**src/rtl/multicycle_seq_pkg.sv**
```systemverilog
// Shared encodings for the RV32I multi-cycle sequencer and the decoder:
// FSM state codes and the major opcode values.
package multicycle_seq_pkg;

    typedef enum logic [2:0] {
        S_FETCH  = 3'd0,
        S_DECODE = 3'd1,
        S_EXEC   = 3'd2,
        S_MEM    = 3'd3,
        S_WB     = 3'd4,
        S_TRAP   = 3'd7
    } state_t;

    localparam logic [6:0] OP_RTYPE   = 7'b0110011;
    localparam logic [6:0] OP_ITYPE_R = 7'b0010011;
    localparam logic [6:0] OP_LOAD    = 7'b0000011;
    localparam logic [6:0] OP_STORE   = 7'b0100011;
    localparam logic [6:0] OP_BRANCH  = 7'b1100011;
    localparam logic [6:0] OP_JAL     = 7'b1101111;
    localparam logic [6:0] OP_JALR    = 7'b1100111;
    localparam logic [6:0] OP_LUI     = 7'b0110111;
    localparam logic [6:0] OP_AUIPC   = 7'b0010111;

endpackage

```
**src/rtl/multicycle_seq_op_class.sv**
```systemverilog
// Combinational opcode classifier: which opcodes are legal and which need
// the memory stage or the early branch exit.
module seq_op_class
    import multicycle_seq_pkg::*;
(
    input  logic [6:0] op,
    output logic       legal,
    output logic       is_load,
    output logic       is_store,
    output logic       is_branch
);

    always_comb begin
        legal     = 1'b0;
        is_load   = 1'b0;
        is_store  = 1'b0;
        is_branch = 1'b0;
        case (op)
            OP_RTYPE, OP_ITYPE_R, OP_JAL, OP_JALR, OP_LUI, OP_AUIPC: legal = 1'b1;
            OP_LOAD:   begin legal = 1'b1; is_load   = 1'b1; end
            OP_STORE:  begin legal = 1'b1; is_store  = 1'b1; end
            OP_BRANCH: begin legal = 1'b1; is_branch = 1'b1; end
            default:   legal = 1'b0;
        endcase
    end

endmodule

```
**src/rtl/multicycle_seq.sv**
```systemverilog
// Multi-cycle sequencer: walks each instruction through FETCH/DECODE/EXEC/
// MEM/WB, drives memory handshakes, traps on illegal ops or ack timeout.
module multicycle_seq
    import multicycle_seq_pkg::*;
#(
    parameter int TIMEOUT = 16,
    parameter int CNT_W   = 32
) (
    input  logic             clk,
    input  logic             rstn,
    input  logic [6:0]       Op,
    input  logic             halt,
    input  logic             imem_ack,
    input  logic             dmem_ack,
    output logic             imem_req,
    output logic             dmem_req,
    output logic             dmem_we,
    output logic             pc_we,
    output logic             ir_we,
    output logic             rf_we,
    output logic             busy,
    output logic             trap,
    output logic [2:0]       state,
    output logic [CNT_W-1:0] instret
);

    localparam int WAIT_W = $clog2(TIMEOUT);
    localparam logic [WAIT_W-1:0] WAIT_MAX = WAIT_W'(TIMEOUT - 1);

    state_t            st, st_nxt;
    logic [WAIT_W-1:0] wait_cnt, wait_nxt;
    logic              legal, is_load, is_store, is_branch;
    logic              fetch_req;

    seq_op_class u_op_class (
        .op        (Op),
        .legal     (legal),
        .is_load   (is_load),
        .is_store  (is_store),
        .is_branch (is_branch)
    );

    always_ff @(posedge clk or negedge rstn) begin
        if (!rstn) begin
            st       <= S_FETCH;
            wait_cnt <= '0;
            instret  <= '0;
        end else begin
            st       <= st_nxt;
            wait_cnt <= wait_nxt;
            if (pc_we) instret <= instret + 1'b1;
        end
    end

    // Wait counter defaults to zero, so it is already clear on entry to
    // FETCH/MEM and only advances while a req is waiting for its ack.
    always_comb begin
        st_nxt    = st;
        wait_nxt  = '0;
        fetch_req = 1'b0;
        dmem_req  = 1'b0;
        dmem_we   = 1'b0;
        pc_we     = 1'b0;
        ir_we     = 1'b0;
        rf_we     = 1'b0;
        case (st)
            S_FETCH: begin
                fetch_req = ~halt;
                if (fetch_req) begin
                    if (imem_ack) begin
                        ir_we  = 1'b1;
                        st_nxt = S_DECODE;
                    end else if (wait_cnt == WAIT_MAX) begin
                        st_nxt = S_TRAP;
                    end else begin
                        wait_nxt = wait_cnt + 1'b1;
                    end
                end
            end
            S_DECODE: st_nxt = legal ? S_EXEC : S_TRAP;
            S_EXEC: begin
                if (is_branch) begin
                    pc_we  = 1'b1;
                    st_nxt = S_FETCH;
                end else if (is_load || is_store) begin
                    st_nxt = S_MEM;
                end else begin
                    st_nxt = S_WB;
                end
            end
            S_MEM: begin
                dmem_req = 1'b1;
                dmem_we  = is_store;
                if (dmem_ack) begin
                    if (is_store) begin
                        pc_we  = 1'b1;
                        st_nxt = S_FETCH;
                    end else begin
                        st_nxt = S_WB;
                    end
                end else if (wait_cnt == WAIT_MAX) begin
                    st_nxt = S_TRAP;
                end else begin
                    wait_nxt = wait_cnt + 1'b1;
                end
            end
            S_WB: begin
                rf_we  = 1'b1;
                pc_we  = 1'b1;
                st_nxt = S_FETCH;
            end
            S_TRAP:  st_nxt = S_TRAP;
            default: st_nxt = S_TRAP;
        endcase
    end

    assign imem_req = fetch_req;
    assign trap     = (st == S_TRAP);
    assign busy     = ~((st == S_FETCH) && halt);
    assign state    = st;

endmodule

```
**config.mk**
```make
export PLATFORM = sky130hd
export DESIGN_NAME = multicycle_seq
export DESIGN_NICKNAME = d
export VERILOG_FILES = /design/src/rtl/multicycle_seq_pkg.sv /design/src/rtl/multicycle_seq_op_class.sv /design/src/rtl/multicycle_seq.sv
export SDC_FILE = /design/constraint.sdc
export NUM_CORES = 1
export LEC_CHECK = 0
export CORE_ASPECT_RATIO = 0.5
export CORE_MARGIN = 4
export CORE_UTILIZATION = 29
export CTS_BUF_LIST = sky130_fd_sc_hd__clkbuf_8
export CTS_CLUSTER_DIAMETER = 30
export DETAILED_ROUTE_END_ITERATION = 6
export GPL_ROUTABILITY_DRIVEN = 1
export PLACE_DENSITY_LB_ADDON = 0.2
export SLEW_MARGIN = 20
export SYNTH_ARGS = -nofsm -noshare
export SYNTH_HDL_FRONTEND = slang
export SYNTH_SLANG_ARGS = --single-unit
export TNS_END_PERCENT = 10
```
**constraint.sdc**
```tcl
create_clock -name clk -period 2.4 [get_ports clk]
set_clock_uncertainty 0.1 [all_clocks]
set_input_delay 0.36 -clock clk [delete_from_list [all_inputs] [get_ports clk]]
set_output_delay 0.36 -clock clk [all_outputs]
set_load 0.01 [all_outputs]
```
## After elaboration in Yosys (flattened, before gate mapping)

Cells that the tools add are included.

- Flip-flop bits (word level): 39
- Input port bits: 12
- Output and inout port bits: 43
- Word-level logic and storage cells: 56

- Add/subtract/negate cells: 2
- Equal/unequal tests: 16
- Multiplexer cells: 29
- Bitwise gates (word level): 2
- Reductions and logical operators: 4

Operators by type and width:

| operator | count |
|---|---|
| 32-bit by 1-bit adder with 32-bit output (second input constant) | 1 |
| 3-bit 2-to-1 mux | 8 |
| 7-bit by 6-bit equality test with 1-bit output (second input constant) | 3 |
| 7-bit equality test (second input constant) | 3 |
| 4-bit 2-to-1 mux | 4 |
| 3-bit one-hot mux with 5 select lines | 1 |
| 7-bit by 5-bit equality test with 1-bit output (second input constant) | 2 |
| 1-bit 2-to-1 mux | 14 |
| 9-bit OR reduction | 1 |
| 4-bit one-hot mux with 2 select lines | 1 |
| 7-bit by 2-bit equality test with 1-bit output (second input constant) | 1 |
| 3-bit by 2-bit equality test with 1-bit output (second input constant) | 2 |
| 3-bit equality test (second input constant) | 2 |
| 4-bit by 1-bit adder with 4-bit output (second input constant) | 1 |
| 4-bit equality test (second input constant) | 1 |
| 3-bit by 1-bit equality test with 1-bit output (second input constant) | 1 |
| 3-bit logical NOT | 1 |
| 1-bit one-hot mux with 3 select lines | 1 |
| 2-bit != test (second input constant) | 1 |
| 1-bit inverter | 2 |
| 1-bit logical AND | 1 |
| 1-bit logical OR | 1 |

## Longest topological paths before layout

- Depth in word-level cells: 6
- Depth in mapped cells: 8
- Depth with buffers taken out: 6

## By module

Synthesis repeated with hierarchy kept, for this count alone.

- Cell total of the unflattened synthesis: 209
- Area, all modules: 2,160.8 sq um

Modules (own cells, without submodules):

| module | times used | cells an instance | area each (sq um) | seq. area each (sq um) |
|---|---|---|---|---|
| multicycle_seq | 1 | 198 | 2,080.7 | 975.9 |
| seq_op_class | 1 | 11 | 80.1 | 0.0 |

## Worst setup path after synthesis

OpenSTA, ideal clock, no wires.

- Path type: register to register
- Start: reg st[0] (netlist: state[0])
- End: reg instret[28]
- Setup time: 0.079 ns
- Data arrival time: 2.010 ns
- Data required time: 2.221 ns
- Path slack: 0.211 ns
- Cell stages (with the launch flop): 7
- Buffers on the path: 1
- Period minus slack after synthesis: 2.189 ns
- Cell sequence: dfrtp_1 nor3b_2 a31oi_1 or4_4 buf_6 nor3_2 xor2_1

- Cells in the longest elaborated chain, start to end: 2
- Elaborated cells between the ends (all ways): 4
- Classes of those cells: eq/ne (3); mux (1)

Ends and longest elaborated chain:

| item | line | source |
|---|---|---|
| start: declaration | multicycle_seq.sv:30 | `state_t st, st_nxt;` |
| start signal: assignment | multicycle_seq.sv:49 | `st <= st_nxt;` |
| 3-bit equality test or 3-bit by 2-bit equality test with 1-bit output (tied branches) | multicycle_seq.sv:66 | `case (st)` |
| 1-bit one-hot mux with 3 select lines (*) | multicycle_seq.sv:66 |  |
| end signal: assignment | multicycle_seq.sv:51 | `if (pc_we) instret <= instret + 1'b1;` |
| end: declaration | multicycle_seq.sv:24 | `output logic [CNT_W-1:0] instret` |

Every way passes the cells marked *; elsewhere a longest branch is shown, timed or not.
A chain may end at the register's enable or synchronous reset.

## Final worst setup path

- Start: in Op[4]
- End: reg instret[22]

- Cells in the longest elaborated chain, start to end: 5
- Elaborated cells between the ends (all ways): 8
- Classes of those cells: eq/ne (2); mux (6)

Ends and longest elaborated chain:

| item | line | source |
|---|---|---|
| start: declaration | multicycle_seq.sv:11 | `input logic [6:0] Op,` |
| 7-bit by 6-bit equality test with 1-bit output | multicycle_seq_op_class.sv:18 | `case (op)` |
| 1-bit 2-to-1 mux | multicycle_seq_op_class.sv:18 |  |
| 1-bit 2-to-1 mux | multicycle_seq.sv:95 | `if (is_store) begin` |
| 1-bit 2-to-1 mux | multicycle_seq.sv:94 | `if (dmem_ack) begin` |
| 1-bit one-hot mux with 3 select lines (*) | multicycle_seq.sv:66 |  |

Marks and branches as above.

==> results by group <==
Setup path
  • Startpoint Class: input pin
  • Crit path largest cell delay: 610 ps
  • Most used cell, CP: buf_4
  • Worst setup startpoint: Op[4]
  • WP data arrival: 2480 ps
  • Crit Path Max Fanout: 6
  • Req. time, crit path: 2510 ps
  • R2R Path Start: state[1]$_DFFE_PN0P_
  • Slowest cell on crit path: or4_4
  • Crit path buf inv count: 4
  • Largest delay share family, worst path: simple AND/OR/NAND/NOR gates
  • Crit path cell chain: dlygate4sd2_1 > nor4b_4 > a31oi_2 > buf_4 > buf_4 > buf_6 > or4_4 > nor3_2 > xor2_1
  • WS Path Type: in2reg
  • Crit. End Element: flip-flop

Synth
  • Synthesized cell area: 2060 um^2
  • Syn_area_per_cell: 10.2 um^2
  • Top cell type's share of synthesized area: 47.4%
  • Synthesized netlist net count: 216
  • Distinct cells, synth: 42
  • Asr flop ratio synth: 100%
  • Yosys reg bits: 39
  • Synth Instances: 202
  • Synthesis Warnings: 0
  • Largest area contributor in the netlist: dfrtp_1
  • Sequential share of the synthesized area: 47.4%
  • Main synth FF type: dfrtp_1
  • Leading post-synthesis cells by cell area: dfrtp_1 47%, xnor2_1 7.2%, xor2_1 6.8%, nand3_1 4.6%, nand2_1 3.3%
  • Number of synthesized flops with an enable pin: 0

Power and ir drop
  • VDD IR-drop max: 0.000207 V
  • Pwr Total: 1.48 mW
  • Pwr/cell area: 490 nW/um^2
  • LEAKAGE: 1.36 nW

Clock tree
  • Hold Buf Count CTS: 0
  • Total CTS buffers: 5
  • CTS tree: done
  • Clock root buffer: clkbuf_8
  • Worst skew pair latency: 280 ps
  • Clock sinks: 39
  • Clock slew seen by the registers of the worst setup and hold paths: 70 ps
  • H-tree depth: 2
  • Longest Clk Path Bufs: 2

Status
  • Status: completed

Placement
  • I/O Buffers: 54
  • Gpl congestion: 0.800
  • HPWL Detailed: 3630 um
  • Placed instance area: 2830 um^2

Cells and area
  • Share of cells above drive strength 1: 21.1%
  • # diodes: 0
  • Area Growth Syn to Fin: 47.0%
  • Finished Cell Area: 3020 um^2
  • Nets: 297
  • Commonest non-fill, non-tap cell in the layout: clkdlybuf4s50_1
  • FILL cells: 690
  • Most frequent cells in the layout: 46 x clkdlybuf4s50_1, 37 x dfrtp_1, 23 x buf_4
  • Fin util: 44.6%

Timing
  • Tightest Pin Transition: 864 ps
  • Setup violators final: 0
  • Final TNS setup: 0 ps
  • Worst slew margin: 42.4%
  • WHS: 90.5 ps
  • Max Fclk: 422 MHz
  • Minimum clock period after layout: 2370 ps
  • Final cycle utilization of the critical path: 98.7%
  • Hold Vio Cnt, Final: 0
  • RSZ-0062 raised after global routing: yes
  • Max Slew Vio Count: 0

Run
  • Total of max-cap violations: 0

Detailed routing
  • Via density: 4.69
  • Via Count: 1764
  • WL/cell: 13.1 um
  • DRT iter0 DRCs: 81
  • Final wirelength: 4910 um
  • DRT antenna net count: 0
  • First-pass iteration count of the detailed router: 4
  • DRC: 0

Floorplanning
  • # IOs: 55
  • Rows: 21
  • Die width: 127 um
  • Die Span Y: 67.6 um
  • Core Region: 6780 um^2
  • Die area: 8590 um^2
  • Initial Utilization: 30.3%

Global routing
  • Total Routing Usage GR: 12.1%
  • First-pass GRT wire length: 8600 um
  • Gr ovfl total: 0
  • Antenna violations before repair: 0
  • Number of global-route vias before repair: 1864
  • Largest net degree at the start of global routing: 40

Worst hold path
  • Hold Path Class: in2async
[kinds of logic (layout without fill, tap and decap cells)]
kind of cell             after synthesis  after routing  share of synthesized area, %
AO/OA/AOI/OAI                         14             14                          5.35
buffers and inverters                 10             91                          2.37
XOR/XNOR                              33             33                          14.1
AND/OR/NAND/NOR                      103            104                          29.0
flip-flops                            39             39                          47.4
adder cells (fa/ha/maj)                2              2                          1.22
multiplexers                           1              1                         0.547
[layer usage]
metal / share of wire, % / track usage (%)
met5: 0 / 0
met4: 0.51 / 2.41
met3: 5.1 / 3.48
met2: 48 / 22.2
met1: 47 / 14.6
[worst register-to-register path, cell delays in order (launching register included)]
cell and delay (ps):
dfrtp_2 470, nor3b_4 270, a31oi_2 70, buf_4 150, buf_4 120, buf_6 120, or4_4 610, nor3_2 220
xor2_1 160
[what timing repair did]
action / CTS / global route
pin swaps: 6 / 2
buffers inserted: 3 / 1
cloned: 0 / 1
gates resized for setup: 13 / 8
endpoints found under the setup margin: 4 / 12
[synth_stat cells, drive strengths merged (3+ instances only)]
cell     n
a21oi    3
and3    11
clkbuf   3
dfrtp   39
inv      5
nand2   18
nand3   19
nor2    18
nor3    16
o21ai    3
xnor2   17
xor2    16
[flip-flops by register name, indices dropped and copies added, names as in the netlist]
name      cells
state         3
wait_cnt      4
instret      32
[layout make-up]
type                       count  area, um^2  area share (%)
clock buffer                   6        82.6            2.73
clock inverter                 2        35.0            1.16
inverter                       5        18.8           0.621
multi-input combinational    154        1080            35.8
sequential                    39         978            32.4
tap                           92         115            3.81
timing repair buffer          78         711            23.5
[power by group]
part           switching, mW  internal [mW]  total [mW]
sequential            0.0273          0.675       0.702
clock                  0.220          0.336       0.557
combinational          0.101          0.122       0.223
[final timing paths]
kind / endpoint / slack, ps / depth (start not counted)
max reg2reg: instret[22]$_DFFE_PN0P_ / 40 / 8
min in group clk: instret[31]$_DFFE_PN0P_ / 380 / 1
max in group asynchronous: state[1]$_DFFE_PN0P_ / 1530 / 1
min: wait_cnt[2]$_DFF_PN0_ / 90 / 1
max: instret[22]$_DFFE_PN0P_ / 30 / 9
min reg2reg: instret[31]$_DFFE_PN0P_ / 380 / 1
[stage by stage]
step	std cells	worst slack (ps)
final	376	31.2
after global routing	376	-110
after CTS	374	-64.3
after detailed placement	363	-301
after global placement	363	-244
after floorplan	202	211
Note: power is estimated with default switching activity, not from simulation.
